==> src/rtl/bias_sequencer_fire5_squeeze_pkg.sv <==
// ----------------------------------------------------------------------------
// fire5_squeeze_pkg: shared constants and FSM encoding for the fire5 squeeze
// bias sequencer.  Rev 1.0
// ----------------------------------------------------------------------------
`default_nettype none

package fire5_squeeze_pkg;
  localparam int NUM_CH = 32;
  localparam int CH_W   = $clog2(NUM_CH);
  localparam int ACC_W  = 32;
  localparam int OUT_W  = 16;
  localparam int SHIFT  = 8;
  localparam int PIX_W  = 10;

  localparam logic [OUT_W-1:0] OUT_MAX = {1'b0, {(OUT_W-1){1'b1}}};

  typedef enum logic [1:0] {
    IDLE  = 2'd0,
    RUN   = 2'd1,
    DRAIN = 2'd2,
    DONE  = 2'd3
  } state_e;
endpackage

`default_nettype wire

==> src/rtl/bias_sequencer_fire5_squeeze_if.sv <==
// ----------------------------------------------------------------------------
// bias_sequencer_fire5_squeeze_if: accumulator input and activation output
// streams.  Rev 1.0
// ----------------------------------------------------------------------------
`default_nettype none

interface bias_sequencer_fire5_squeeze_if;
  import fire5_squeeze_pkg::*;

  logic [ACC_W-1:0] acc_data;
  logic             acc_valid;
  logic             acc_ready;
  logic [OUT_W-1:0] out_data;
  logic             out_valid;
  logic             out_ready;
  logic [CH_W-1:0]  out_ch;
  logic             out_last;

  // master: MAC array / expand buffer side; slave: the sequencer
  modport master (
    output acc_data, acc_valid, out_ready,
    input  acc_ready, out_data, out_valid, out_ch, out_last
  );
  modport slave (
    input  acc_data, acc_valid, out_ready,
    output acc_ready, out_data, out_valid, out_ch, out_last
  );
endinterface

`default_nettype wire

==> src/rtl/bias_sequencer_fire5_squeeze_bias_relu_sat.sv <==
// ----------------------------------------------------------------------------
// bias_relu_sat: combinational bias add, arithmetic right shift, ReLU and
// saturation to a non-negative OUT_W activation.  Rev 1.0
// ----------------------------------------------------------------------------
`default_nettype none

module bias_relu_sat #(
  parameter int ACC_W = 32,
  parameter int OUT_W = 16,
  parameter int SHIFT = 8
) (
  input  logic [ACC_W-1:0] acc,
  input  logic [ACC_W-1:0] bias,
  output logic [OUT_W-1:0] result
);
  logic signed [ACC_W:0] w_sum;
  logic signed [ACC_W:0] w_sh;

  always_comb begin
    // one guard bit so the add can never wrap
    w_sum = $signed({acc[ACC_W-1], acc}) + $signed({bias[ACC_W-1], bias});
    w_sh  = w_sum >>> SHIFT;
    if (w_sh[ACC_W]) begin
      result = '0;
    end else if (|w_sh[ACC_W-1:OUT_W-1]) begin
      result = {1'b0, {(OUT_W-1){1'b1}}};
    end else begin
      result = w_sh[OUT_W-1:0];
    end
  end
endmodule

`default_nettype wire

==> src/rtl/bias_sequencer_fire5_squeeze.sv <==
// ----------------------------------------------------------------------------
// bias_sequencer_fire5_squeeze: walks channels/pixels of one feature map,
// biases each accumulator result and streams activations out.  Rev 1.0
// ----------------------------------------------------------------------------
`default_nettype none

module bias_sequencer_fire5_squeeze
  import fire5_squeeze_pkg::*;
(
  input  logic                clk,
  input  logic                rst,
  input  logic                start,
  input  logic [PIX_W-1:0]    num_pix,
  output logic                busy,
  output logic                done,
  input  logic [ACC_W-1:0]    bias_mem [NUM_CH],
  bias_sequencer_fire5_squeeze_if.slave bus
);
  state_e           state_q, state_d;
  logic [CH_W-1:0]  ch_q, ch_d;
  logic [PIX_W-1:0] pix_q, pix_d;
  logic [PIX_W-1:0] num_pix_q, num_pix_d;
  logic             out_valid_q, out_valid_d;
  logic [OUT_W-1:0] out_data_q, out_data_d;
  logic [CH_W-1:0]  out_ch_q, out_ch_d;
  logic             out_last_q, out_last_d;

  logic             w_acc_ready;
  logic             w_accept;
  logic             w_handshake;
  logic             w_last_elem;
  logic [OUT_W-1:0] w_result;

  bias_relu_sat #(
    .ACC_W (ACC_W),
    .OUT_W (OUT_W),
    .SHIFT (SHIFT)
  ) u_bias_relu_sat (
    .acc    (bus.acc_data),
    .bias   (bias_mem[ch_q]),
    .result (w_result)
  );

  assign w_last_elem = (ch_q == CH_W'(NUM_CH - 1)) && (pix_q == num_pix_q - PIX_W'(1));
  assign w_handshake = out_valid_q && bus.out_ready;

  always_comb begin
    state_d     = state_q;
    ch_d        = ch_q;
    pix_d       = pix_q;
    num_pix_d   = num_pix_q;
    out_valid_d = out_valid_q;
    out_data_d  = out_data_q;
    out_ch_d    = out_ch_q;
    out_last_d  = out_last_q;
    w_acc_ready = 1'b0;
    w_accept    = 1'b0;
    busy        = 1'b0;
    done        = 1'b0;

    // a same-cycle accept below overrides this clear
    if (w_handshake) begin
      out_valid_d = 1'b0;
    end

    case (state_q)
      IDLE: begin
        if (start) begin
          if (num_pix != '0) begin
            num_pix_d = num_pix;
            ch_d      = '0;
            pix_d     = '0;
            state_d   = RUN;
          end else begin
            state_d   = DONE;
          end
        end
      end
      RUN: begin
        busy        = 1'b1;
        w_acc_ready = !out_valid_q || bus.out_ready;
        w_accept    = w_acc_ready && bus.acc_valid;
        if (w_accept) begin
          out_valid_d = 1'b1;
          out_data_d  = w_result;
          out_ch_d    = ch_q;
          out_last_d  = w_last_elem;
          if (ch_q == CH_W'(NUM_CH - 1)) begin
            ch_d  = '0;
            pix_d = pix_q + PIX_W'(1);
          end else begin
            ch_d  = ch_q + CH_W'(1);
          end
          if (w_last_elem) begin
            state_d = DRAIN;
          end
        end
      end
      DRAIN: begin
        busy = 1'b1;
        if (w_handshake) begin
          state_d = DONE;
        end
      end
      DONE: begin
        done    = 1'b1;
        state_d = IDLE;
      end
      default: state_d = IDLE;
    endcase
  end

  always_ff @(posedge clk) begin
    if (rst) begin
      state_q     <= IDLE;
      ch_q        <= '0;
      pix_q       <= '0;
      num_pix_q   <= '0;
      out_valid_q <= 1'b0;
      out_data_q  <= '0;
      out_ch_q    <= '0;
      out_last_q  <= 1'b0;
    end else begin
      state_q     <= state_d;
      ch_q        <= ch_d;
      pix_q       <= pix_d;
      num_pix_q   <= num_pix_d;
      out_valid_q <= out_valid_d;
      out_data_q  <= out_data_d;
      out_ch_q    <= out_ch_d;
      out_last_q  <= out_last_d;
    end
  end

  assign bus.acc_ready = w_acc_ready;
  assign bus.out_valid = out_valid_q;
  assign bus.out_data  = out_data_q;
  assign bus.out_ch    = out_ch_q;
  assign bus.out_last  = out_last_q;
endmodule

`default_nettype wire

==> src/flat_wrapper.sv <==
// flat-port wrapper written by rule: the top's interface ports become plain ports
module bias_sequencer_fire5_squeeze_flat import fire5_squeeze_pkg::*;
  (clk, rst, start, num_pix, busy, done, bias_mem, bus_acc_data, bus_acc_valid, bus_out_ready, bus_acc_ready, bus_out_data, bus_out_valid, bus_out_ch, bus_out_last);
  bias_sequencer_fire5_squeeze_if bus_i ();
  input  logic clk;
  input  logic rst;
  input  logic start;
  input  logic [PIX_W-1:0] num_pix;
  output logic busy;
  output logic done;
  input  logic [ACC_W-1:0] bias_mem[NUM_CH];
  input wire logic [$bits(bus_i.acc_data)-1:0] bus_acc_data;
  input wire logic [$bits(bus_i.acc_valid)-1:0] bus_acc_valid;
  input wire logic [$bits(bus_i.out_ready)-1:0] bus_out_ready;
  output wire logic [$bits(bus_i.acc_ready)-1:0] bus_acc_ready;
  output wire logic [$bits(bus_i.out_data)-1:0] bus_out_data;
  output wire logic [$bits(bus_i.out_valid)-1:0] bus_out_valid;
  output wire logic [$bits(bus_i.out_ch)-1:0] bus_out_ch;
  output wire logic [$bits(bus_i.out_last)-1:0] bus_out_last;
  assign bus_i.acc_data = bus_acc_data;
  assign bus_i.acc_valid = bus_acc_valid;
  assign bus_i.out_ready = bus_out_ready;
  assign bus_acc_ready = bus_i.acc_ready;
  assign bus_out_data = bus_i.out_data;
  assign bus_out_valid = bus_i.out_valid;
  assign bus_out_ch = bus_i.out_ch;
  assign bus_out_last = bus_i.out_last;
  bias_sequencer_fire5_squeeze u_core (.clk(clk), .rst(rst), .start(start), .num_pix(num_pix), .busy(busy), .done(done), .bias_mem(bias_mem), .bus(bus_i));
endmodule
==> config.mk <==
export PLATFORM = sky130hd
export DESIGN_NAME = bias_sequencer_fire5_squeeze_flat
export DESIGN_NICKNAME = d
export VERILOG_FILES = /design/src/rtl/bias_sequencer_fire5_squeeze_pkg.sv /design/src/rtl/bias_sequencer_fire5_squeeze_if.sv /design/src/rtl/bias_sequencer_fire5_squeeze_bias_relu_sat.sv /design/src/rtl/bias_sequencer_fire5_squeeze.sv /design/src/flat_wrapper.sv
export SDC_FILE = /design/constraint.sdc
export NUM_CORES = 1
export LEC_CHECK = 0
export ABC_CLOCK_PERIOD_IN_PS = 7900
export CAP_MARGIN = 20
export CORE_AREA = 3 3 424 426
export DETAILED_ROUTE_END_ITERATION = 7
export DIE_AREA = 0 0 427 429
export GPL_TIMING_DRIVEN = 0
export PLACE_DENSITY = 0.3
export SYNTH_ARGS = -nofsm -noshare
export SYNTH_HDL_FRONTEND = slang
export SYNTH_SLANG_ARGS = --single-unit
==> constraint.sdc <==
create_clock -name clk -period 7.9 [get_ports clk]
set_input_delay 1.185 -clock clk [delete_from_list [all_inputs] [get_ports clk]]
set_output_delay 1.185 -clock clk [all_outputs]
set_load 0.005 [all_outputs]
### Yosys cells after proc, flatten, opt, wreduce, memory -nomap -nowiden

Index checks and enable logic that the tools add are counted.
Widths: inputs -> output; s select.

| cells by class | value |
|---|---|
| order comparisons | 1 |
| add/subtract/negate cells | 4 |
| bitwise operators | 1 |
| reductions and logical operators | 15 |
| eq/ne operators | 11 |
| muxes and demuxes | 27 |

Operators by type and width:

| cell | count |
|---|---|
| $bmux 32 s5 | 1 |
| $mux 32 | 2 |
| $mux 10 | 4 |
| $add 32x32->33 | 1 |
| $mux 16 | 2 |
| $mux 5 | 4 |
| $pmux 10 s2 | 1 |
| $add 10x1->10 const B | 1 |
| $eq 10x10->1 | 1 |
| $mux 2 | 5 |
| $ne 2x1->1 const B | 5 |
| $pmux 5 s2 | 1 |
| $reduce_bool 10->1 | 1 |
| $reduce_or 10->1 | 1 |
| $sub 10x1->10 const B | 1 |
| $pmux 2 s4 | 1 |
| $reduce_and 4->1 | 2 |
| $ge 6x6->1 const B | 1 |
| $mux 1 | 6 |
| $not 5->6 | 1 |
| $add 5x1->5 const B | 1 |
| $eq 5x5->1 const B | 1 |
| $reduce_and 5->1 | 1 |
| $eq 2x2->1 const B | 2 |
| other kinds (10) | 12 |

| word-level totals | value |
|---|---|
| flip-flop bits (word level) | 50 |

### Depth between registers and ports, before layout

Gate-level depths: netlist of run 1.

| logic depth | value |
|---|---|
| word-level depth | 8 |
| mapped depth | 19 |
| gate-level depth less buffers | 13 |

### Hierarchy

Synthesis of run 1 repeated with hierarchy kept, for this count alone.

| second synthesis, totals | value |
|---|---|
| cell total of the unflattened synthesis | 1005 |
| area, all modules | 12314.3 µm² |

Modules (own cells, without submodules):

| module | area each (µm²) | times used | sequential area each (µm²) | cells each |
|---|---|---|---|---|
| bias_sequencer_fire5_squeeze | 10359.9 | 1 | 1001.0 | 731 |
| bias_relu_sat | 1954.4 | 1 | 0.0 | 274 |

### Least setup slack after synthesis of run 1

No wires, ideal clock.

| timing path | value |
|---|---|
| path type | register to register |
| start | register u_core.ch_q[0] |
| end | register u_core.out_data_q[2], in the netlist u_core.bus.out_data[2] |
| buffers on the path | 6 |
| data arrival time | 5.794 ns |
| clock period less this slack | 5.944 ns |
| stages on the path, launching flop included | 20 |
| slack | 1.956 ns |
| cell sequence | dfxtp_1 -> clkbuf_1 -> clkbuf_1 -> clkbuf_1 -> buf_1 -> mux4_2 -> mux4_2 -> mux2_2 -> ha_1 -> clkbuf_1 -> nand4_1 -> nor3_1 -> nand4_1 -> or4_4 -> and3_4 -> o41a_1 -> xnor2_2 -> nor4_4 -> buf_6 -> a221oi_2 |

| between the ends | value |
|---|---|
| word-level cells in the longest chain between the ends | 8 |

Ends and longest elaborated chain:

| element | RTL line | RTL |
|---|---|---|
| start: declaration | bias_sequencer_fire5_squeeze.sv:20 | `logic [CH_W-1:0] ch_q, ch_d;` |
| start signal: assignment | bias_sequencer_fire5_squeeze.sv:125 | `ch_q <= ch_d;` |
| $not 5->6 (implied by the code) * | bias_sequencer_fire5_squeeze.sv:40 | `.bias (bias_mem[ch_q]),` |
| $bmux 32 s5 * | bias_sequencer_fire5_squeeze.sv:40 |  |
| $mux 32 (implied by the code) * (2 in series) | bias_sequencer_fire5_squeeze.sv:40 |  |
| $add 32x32->33 * | bias_sequencer_fire5_squeeze_bias_relu_sat.sv:21 | `w_sum = $signed({acc[ACC_W-1], acc}) + $signed({bias[ACC_W-1], bias});` |
| $reduce_or 10->1 | bias_sequencer_fire5_squeeze_bias_relu_sat.sv:25 | `end else if (\|w_sh[ACC_W-1:OUT_W-1]) begin` |
| $mux 16 | bias_sequencer_fire5_squeeze_bias_relu_sat.sv:25 |  |
| $mux 16 * | bias_sequencer_fire5_squeeze_bias_relu_sat.sv:23 | `if (w_sh[ACC_W]) begin` |
| end signal: assignment | bias_sequencer_fire5_squeeze.sv:129 | `out_data_q <= out_data_d;` |
| end: declaration | bias_sequencer_fire5_squeeze.sv:24 | `logic [OUT_W-1:0] out_data_q, out_data_d;` |

Mark *: on every way between the ends. The rest lies on a longest branch, timed or not. The select of a mux whose other input is x is not followed.
A chain may end at the register's enable or synchronous reset.

### Worst setup path in the final report of run 1

| timing path | value |
|---|---|
| start | register u_core.ch_q[1] |
| end | register u_core.out_data_q[7], in the netlist u_core.bus.out_data[7] |

The elaborated chain is that of the path after synthesis.

==> flow_summary_export.csv, run 1 <==
group,metric,value,unit
yosys,avgSynthCellArea,12.1,um^2
yosys,syn-num-nets,2145,
yosys,synth_area,0.0125,mm^2
clock_network,cts_tree,"done",
sta,fin_ws,590,ps
clock_network,clockBufferDepth,2,
sta,period_share,0.925,
sta,fmax,0.137,GHz
route,antenna_left,0,
route,via_per_inst,3.57,
yosys,yosysSeqAreaShare,0.0802,
critical_path,reg2reg_depth,20,
global_routing,grt_pass1_vias,17155,
sta,clock_skew,12.4,ps
critical_path,r2r-end,"u_core.bus.out_data[7]",
yosys,synth_edf_count,0,
route,wl,171,mm
route,drt_iter0_markers,1262,
floorplanning,ioPinCount,1097,
worst_hold_path,hold_class,"register to register",
placement,numPortBuffers,1096,
global_routing,antenna_found_initial,141,
placement,post_dp_cell_area,0.0268,mm^2
placement,dp_slack,-228,ps
floorplanning,die_w,427,um
sta,layout_min_cycle_time,7310,ps
critical_path,cp_data_arrival_time,7450,ps
placement,hpwlAfterDp,159,mm
floorplanning,rows,154,
floorplanning,die_h,429,um
floorplanning,initial_core_util,0.0709,
pwr,cellLeakagePower,0.00829,uW
route,dr.pass1.iters,5,
global_routing,grt_usage,0.180,
clock_network,root_buffer,"clkbuf_16",
outcome,status,"completed",
critical_path,endpoint,"u_core.bus.out_data[7]",
critical_path,critical_path.max_fanout,10,
sta,finalHoldViolations,0,
sta,relSlewSlack,0.239,
global_routing,overflow,0,
sta,rsz0062_at_grt,"no",
global_routing,grt_start_max_net_pins,19,
sta,drv_slew,0,
yosys,yosys_register_bits,50,
critical_path,end_kind,"register",
yosys,synthFlopType,"dfxtp_1",
route,wl_per_cell,37.7,um
yosys,yosysUniqueCellTypes,69,
yosys,netlist_instances,1035,
critical_path,required,8040,ps
placement,gp_congestion,0.891,
route,drcViolationCount,0,
sta,tightestPinTransition,1140,ps
floorplanning,core_area,0.176,mm^2
final_layout,fin_area,0.0270,mm^2
yosys,ys_warn_count,0,
final_layout,drive_above_1_share,0.200,
run,max_cap_viol_count,0,
critical_path,path_class,"register to register",
yosys,async_reset_ff_frac,0,
global_routing,met3_usage,0.0469,
critical_path,crit_start,"u_core.ch_q[1]",
critical_path,reg2reg_slack,590,ps
clock_network,clk_latency,310,ps
clock_network,clock_sinks,50,
sta,whs,467,ps
sta,setup_viol,0,
global_routing,grt_pass1_wl,210,mm
global_routing,grtUsageMet1,0.223,
global_routing,grt_util_met2,0.322,
route,num_vias,16174,
critical_path,start_kind,"register",
final_layout,syn2layout_area_growth,117,%
clock_network,cts_buffers,5,
clock_network,clk_pin_slew,90,ps
pwr,powerDensity,163,mW/mm^2
floorplanning,die-area,0.183,mm^2
final_layout,nets,3273,
global_routing,top_usage_layer,"met2",
clock_network,ctsHtreeMaxLevel,2,
critical_path,r2r_start,"u_core.ch_q[1]",
pwr,peakVddDrop,76.5,uV
-- critical path: stages, from the launching register on --
cell and delay (ps):
dfxtp_1 370, buf_6 150, buf_4 330, clkbuf_1 810, clkbuf_1 820, mux4_2 490, mux4_2 600, mux2_2 350
ha_1 270, clkbuf_1 200, nand2_1 210, nor2_1 70, a211oi_1 430, a21oi_1 130, a211o_1 340, a21oi_1 510
o221ai_2 220, nor4_4 290, buf_4 200, buf_6 190, a221oi_2 80
-- state kept, by name (all words and copies together), names as in the netlist --
register	flops
u_core.bus.out_ch	5
u_core.bus.out_data	16
u_core.bus.out_last	1
u_core.bus.out_valid	1
u_core.ch_q	5
u_core.num_pix_q	10
u_core.pix_q	10
u_core.state_q	2
-- through the flow --
| step | total power [uW] | util | std cells | TNS (ps) |
|---|---|---|---|---|
| after global placement | 4200 | 0.150 | 4471 | -26860 |
| after CTS | 4540 | 0.153 | 4499 | 0 |
| final | 4410 | 0.154 | 4527 | 0 |
| after detailed placement | 4260 | 0.152 | 4491 | -1930 |
| after global routing | 4690 | 0.153 | 4509 | 0 |
| after floorplan | 2280 | - | 1035 | 0 |
-- placed cells by master, fill, tap and decap left out, types with 10 or more instances in the layout --
cell type | netlist | routed
o21ai_0 | 42 | 41
nand2_1 | 65 | 65
mux2i_1 | 30 | 30
clkbuf_2 | 0 | 13
mux4_2 | 315 | 315
dfxtp_1 | 50 | 50
buf_8 | 0 | 17
xor2_1 | 20 | 20
diode_2 | 0 | 23
inv_1 | 15 | 15
nand3_1 | 22 | 22
nor2_1 | 62 | 62
xnor2_1 | 11 | 11
a21o_1 | 18 | 18
ha_1 | 39 | 39
nand4_1 | 10 | 10
clkbuf_1 | 76 | 65
a211oi_1 | 15 | 15
a21oi_1 | 54 | 54
clkdlybuf4s50_1 | 0 | 1096
a221oi_2 | 10 | 10
mux2_2 | 32 | 32
-- what timing repair did --
item	CTS	global route
setup endpoints to repair	12	14
hold buffers	0	0
gates resized for setup	4	4
pin swaps	0	1
buffers inserted	0	3
-- worst min-delay path by stage --
stage | from | endpoint | slack [ps] | cells past startpoint
3_5_place_dp | u_core.bus.out_ch[0] | u_core.bus.out_ch[0] | 450 | 2
2_1_floorplan | u_core.bus.out_ch[0] | u_core.bus.out_ch[0] | 450 | 2
4_1_cts | u_core.bus.out_ch[0] | u_core.bus.out_ch[0] | 470 | 2
6_report | u_core.bus.out_ch[3] | u_core.bus.out_ch[3] | 470 | 2
5_1_grt | u_core.bus.out_ch[3] | u_core.bus.out_ch[3] | 480 | 2
3_3_place_gp | u_core.bus.out_ch[0] | u_core.bus.out_ch[0] | 450 | 2
-- report_power, final --
part           leakage (uW)  internal, uW  switching [uW]  total [uW]
Clock             0.0000760           122             124         245
Sequential         0.000406           286            32.5         318
Combinational       0.00781          1850            2000        3850
Total               0.00829          2260            2160        4410
-- area by class of cell --
type | count | area [um^2]
Antenna cell | 23 | 57.6
Buffer | 103 | 464
Sequential cell | 50 | 1000
Tap cell | 2340 | 2930
Clock inverter | 3 | 28.8
Inverter | 15 | 56.3
Clock buffer | 5 | 125
Timing Repair Buffer | 1121 | 11400
Fill cell | 19799 | 149000
Multi-Input combinational cell | 867 | 11000
-- synth_stat cells, drive strengths merged (4+ instances only) --
cell type / count / area (um^2)
dfxtp: 50 / 1000
o21bai: 5 / 37.5
and3: 10 / 67.6
xor2: 20 / 175
nand3: 22 / 110
mux2i: 30 / 300
o21ai: 44 / 220
ha: 39 / 488
or3: 7 / 43.8
nor4: 8 / 65.1
nand4: 10 / 62.6
or4: 5 / 41.3
a221oi: 17 / 211
mux2: 32 / 360
a21oi: 54 / 270
nand2: 65 / 244
nor3: 9 / 45.0
nor2: 62 / 233
buf: 27 / 141
a21o: 18 / 135
a31oi: 7 / 43.8
o21a: 5 / 37.5
a211oi: 15 / 113
xnor2: 12 / 113
o221ai: 4 / 41.3
clkbuf: 76 / 285
inv: 15 / 56.3
mux4: 315 / 7090
nor2b: 7 / 43.8
-- per-layer routing --
metal	up-vias	part of all wire
li1	6771	-
met1	8357	0.40
met2	782	0.51
met3	188	0.076
met4	76	0.011
met5	-	0.0030
-- cells by family (layout without fill, tap and decap cells) --
kind of cell | after synthesis | after routing | share of synthesized area
mux | 377 | 377 | 0.621
xor+xnor | 32 | 32 | 0.0230
compound gates | 195 | 195 | 0.109
flops | 50 | 50 | 0.0802
other cells | 0 | 23 | 0
fa+ha+maj | 39 | 39 | 0.0391
buf+inv | 118 | 1247 | 0.0387
simple gates | 224 | 224 | 0.0887
(Power assumes the default switching activity.)
==> run 2, diff against run 1 <==
- ABC_CLOCK_PERIOD_IN_PS: 7900 -> default
- CTS_CLUSTER_DIAMETER: default -> 60
==> results of run 2 <==
The final DEF is identical to that of run 1; final timing and power are the same.
==> run 3, diff against run 2 <==
- SETUP_SLACK_MARGIN: default -> 0.2
==> run 3 against run 2 <==
Against the previous run:
- clock skew is essentially flat
- highest routed layer unchanged
- sequential share of layout area is essentially flat
- critical path type unchanged
- die area is the same
- largest cell class unchanged
- worst setup slack gained 91 ps
- largest power group unchanged
==> flow_summary_export.csv, run 3 (synthesis gave the netlist of run 1 again) <==
group,metric,value,unit
outcome,status,"completed",
critical_path,required,8040,ps
critical_path,path_class,"register to register",
route,drt_iter0_markers,1206,
placement,placedCellCount,4491,
global_routing,grt_start_max_net_pins,19,
final_layout,seqCellArea,0.00100,mm^2
clock_network,clk_pin_slew,90,ps
global_routing,grt_usage,0.180,
route,dr.pass1.iters,5,
clock_network,ctsHoldBuffers,0,
pwr,finalPower,4420,uW
final_layout,stdcell_count,4528,
sta,clock_skew,12.4,ps
route,wl_per_cell,37.7,um
sta,layout_min_cycle_time,7220,ps
pwr,cellLeakagePower,0.00830,uW
sta,relSlewSlack,0.225,
run,max_cap_viol_count,0,
sta,fmax,0.139,GHz
clock_network,clock_sinks,50,
route,wl,171,mm
route,antenna_left,0,
final_layout,syn2layout_area_growth,117,%
final_layout,fillCellCount,19800,
critical_path,path_cells,"clkbuf_1, clkbuf_1, buf_16, clkbuf_1, buf_8, clkbuf_1, buf_8, mux4_2, mux4_2, mux2_2, ha_1, a21o_1, a21o_1, a21oi_1, o21ai_0, or3_1, o311ai_0, nand3_1, nor4_4, buf_4, buf_6, a221oi_2",
route,drcViolationCount,0,
worst_hold_path,min_from,"u_core.bus.out_ch[3]",
clock_network,cts_buffers,5,
placement,numPortBuffers,1096,
final_layout,final_cell_mix,"clkdlybuf4s50_1, mux4_2, nand2_1, clkbuf_1, nor2_1",
critical_path,critical_path.max_fanout,10,
clock_network,cts_tree,"done",
global_routing,antenna_found_initial,140,
final_layout,nets,3273,
critical_path,cp_data_arrival_time,7360,ps
floorplanning,die_w,427,um
sta,tightestPinTransition,1160,ps
clock_network,clk_latency,310,ps
critical_path,crit_start,"u_core.ch_q[0]",
floorplanning,die_h,429,um
global_routing,grt_pass1_wl,210,mm
pwr,peakVddDrop,76.6,uV
final_layout,mostFrequentLayoutCell,"clkdlybuf4s50_1",
final_layout,largest_reg_flops,16,
critical_path,cp_common_cell,"clkbuf_1",
pwr,powerDensity,163,mW/mm^2
floorplanning,ioPinCount,1097,
floorplanning,rows,154,
sta,setup_tns,0,ps
route,via_per_inst,3.58,
clock_network,ctsHtreeMaxLevel,2,
floorplanning,core_area,0.176,mm^2
final_layout,multi_input_area,0.0110,mm^2
sta,setup_viol,0,
clock_network,clockBufferDepth,2,
global_routing,overflow,0,
final_layout,drive_above_1_share,0.201,
critical_path,start_kind,"register",
floorplanning,initial_core_util,0.0709,
sta,period_share,0.914,
sta,drv_slew,0,
floorplanning,die-area,0.183,mm^2
critical_path,crit_path_top_delay_cell,"mux4_2",
global_routing,grt_pass1_vias,17152,
sta,rsz0062_at_grt,"yes",
clock_network,root_buffer,"clkbuf_16",
critical_path,r2r_start,"u_core.ch_q[0]",
route,num_vias,16198,
sta,finalHoldViolations,0,
worst_hold_path,hold_class,"register to register",
critical_path,slowest_delay,630,ps
placement,gp_congestion,0.891,
placement,hpwlAfterDp,159,mm
critical_path,end_kind,"register",
[run 3: changes by cell type in the layout (fill, tap and decap cells not counted)]
cell | previous run | this run
o21ai_1 | 3 | 2
diode_2 | 23 | 24
clkbuf_2 | 13 | 14
clkbuf_4 | 1 | 0
o21ai_2 | 0 | 1
buf_2 | 9 | 8
clkbuf_1 | 65 | 63
buf_4 | 5 | 7
clkdlybuf4s18_2 | 0 | 1
[run 3: metal layers]
layer,track usage,vias up,wire (um)
met5,0,-,500
met4,0.0163,74,1830
met3,0.0467,184,12700
met2,0.322,785,86600
met1,0.223,8385,69200
li1,-,6770,-
[run 3: area by class of cell]
class,count,share of cell area
Buffer,103,0.0175
Inverter,15,0.00208
Multi-Input combinational cell,867,0.407
Sequential cell,50,0.0370
Timing Repair Buffer,1121,0.421
Tap cell,2340,0.108
Clock inverter,3,0.00106
Antenna cell,24,0.00222
Clock buffer,5,0.00462
[run 3: worst paths after layout]
path,depth (start not counted),slack [ps],end
setup reg to reg,22,680,u_core.bus.out_data[7]
hold reg to reg,2,470,u_core.bus.out_ch[3]
setup / recovery,22,680,u_core.bus.out_data[7]
hold / removal,2,470,u_core.bus.out_ch[3]
[run 3: where the power goes]
| part | leakage, uW | internal, uW | switching [uW] |
|---|---|---|---|
| clock | 0.0000761 | 122 | 123 |
| combinational | 0.00781 | 1850 | 2010 |
| sequential | 0.000406 | 286 | 32.4 |
| total | 0.00830 | 2260 | 2160 |
[run 3: worst max-delay path, delay by kind of cell (launching register included)]
family | cells | cell delay (ps)
compound gates | 6 | 1330
fa+ha+maj | 1 | 380
buf+inv | 9 | 2350
flops | 1 | 340
mux | 3 | 1600
simple gates | 3 | 960
[run 3: stage by stage]
step / setup WS [ps] / utilization / hold slack (ps) / area [um^2]
3_5_place_dp: -228 / 0.152 / 454 / 26800
4_1_cts: 201 / 0.153 / 468 / 26900
2_1_floorplan: 1960 / - / 453 / 12500
6_report: 681 / 0.154 / 467 / 27100
5_1_grt: 194 / 0.153 / 482 / 27000
3_3_place_gp: -1870 / 0.150 / 454 / 26400
[run 3: repair_timing]
| item | 4_1_cts | 5_1_grt |
|---|---|---|
| setup buffers | 0 | 3 |
| pin swaps | 1 | 1 |
| gates resized for setup | 8 | 6 |
| cloned | 0 | 0 |
| setup endpoints to repair | 15 | 15 |
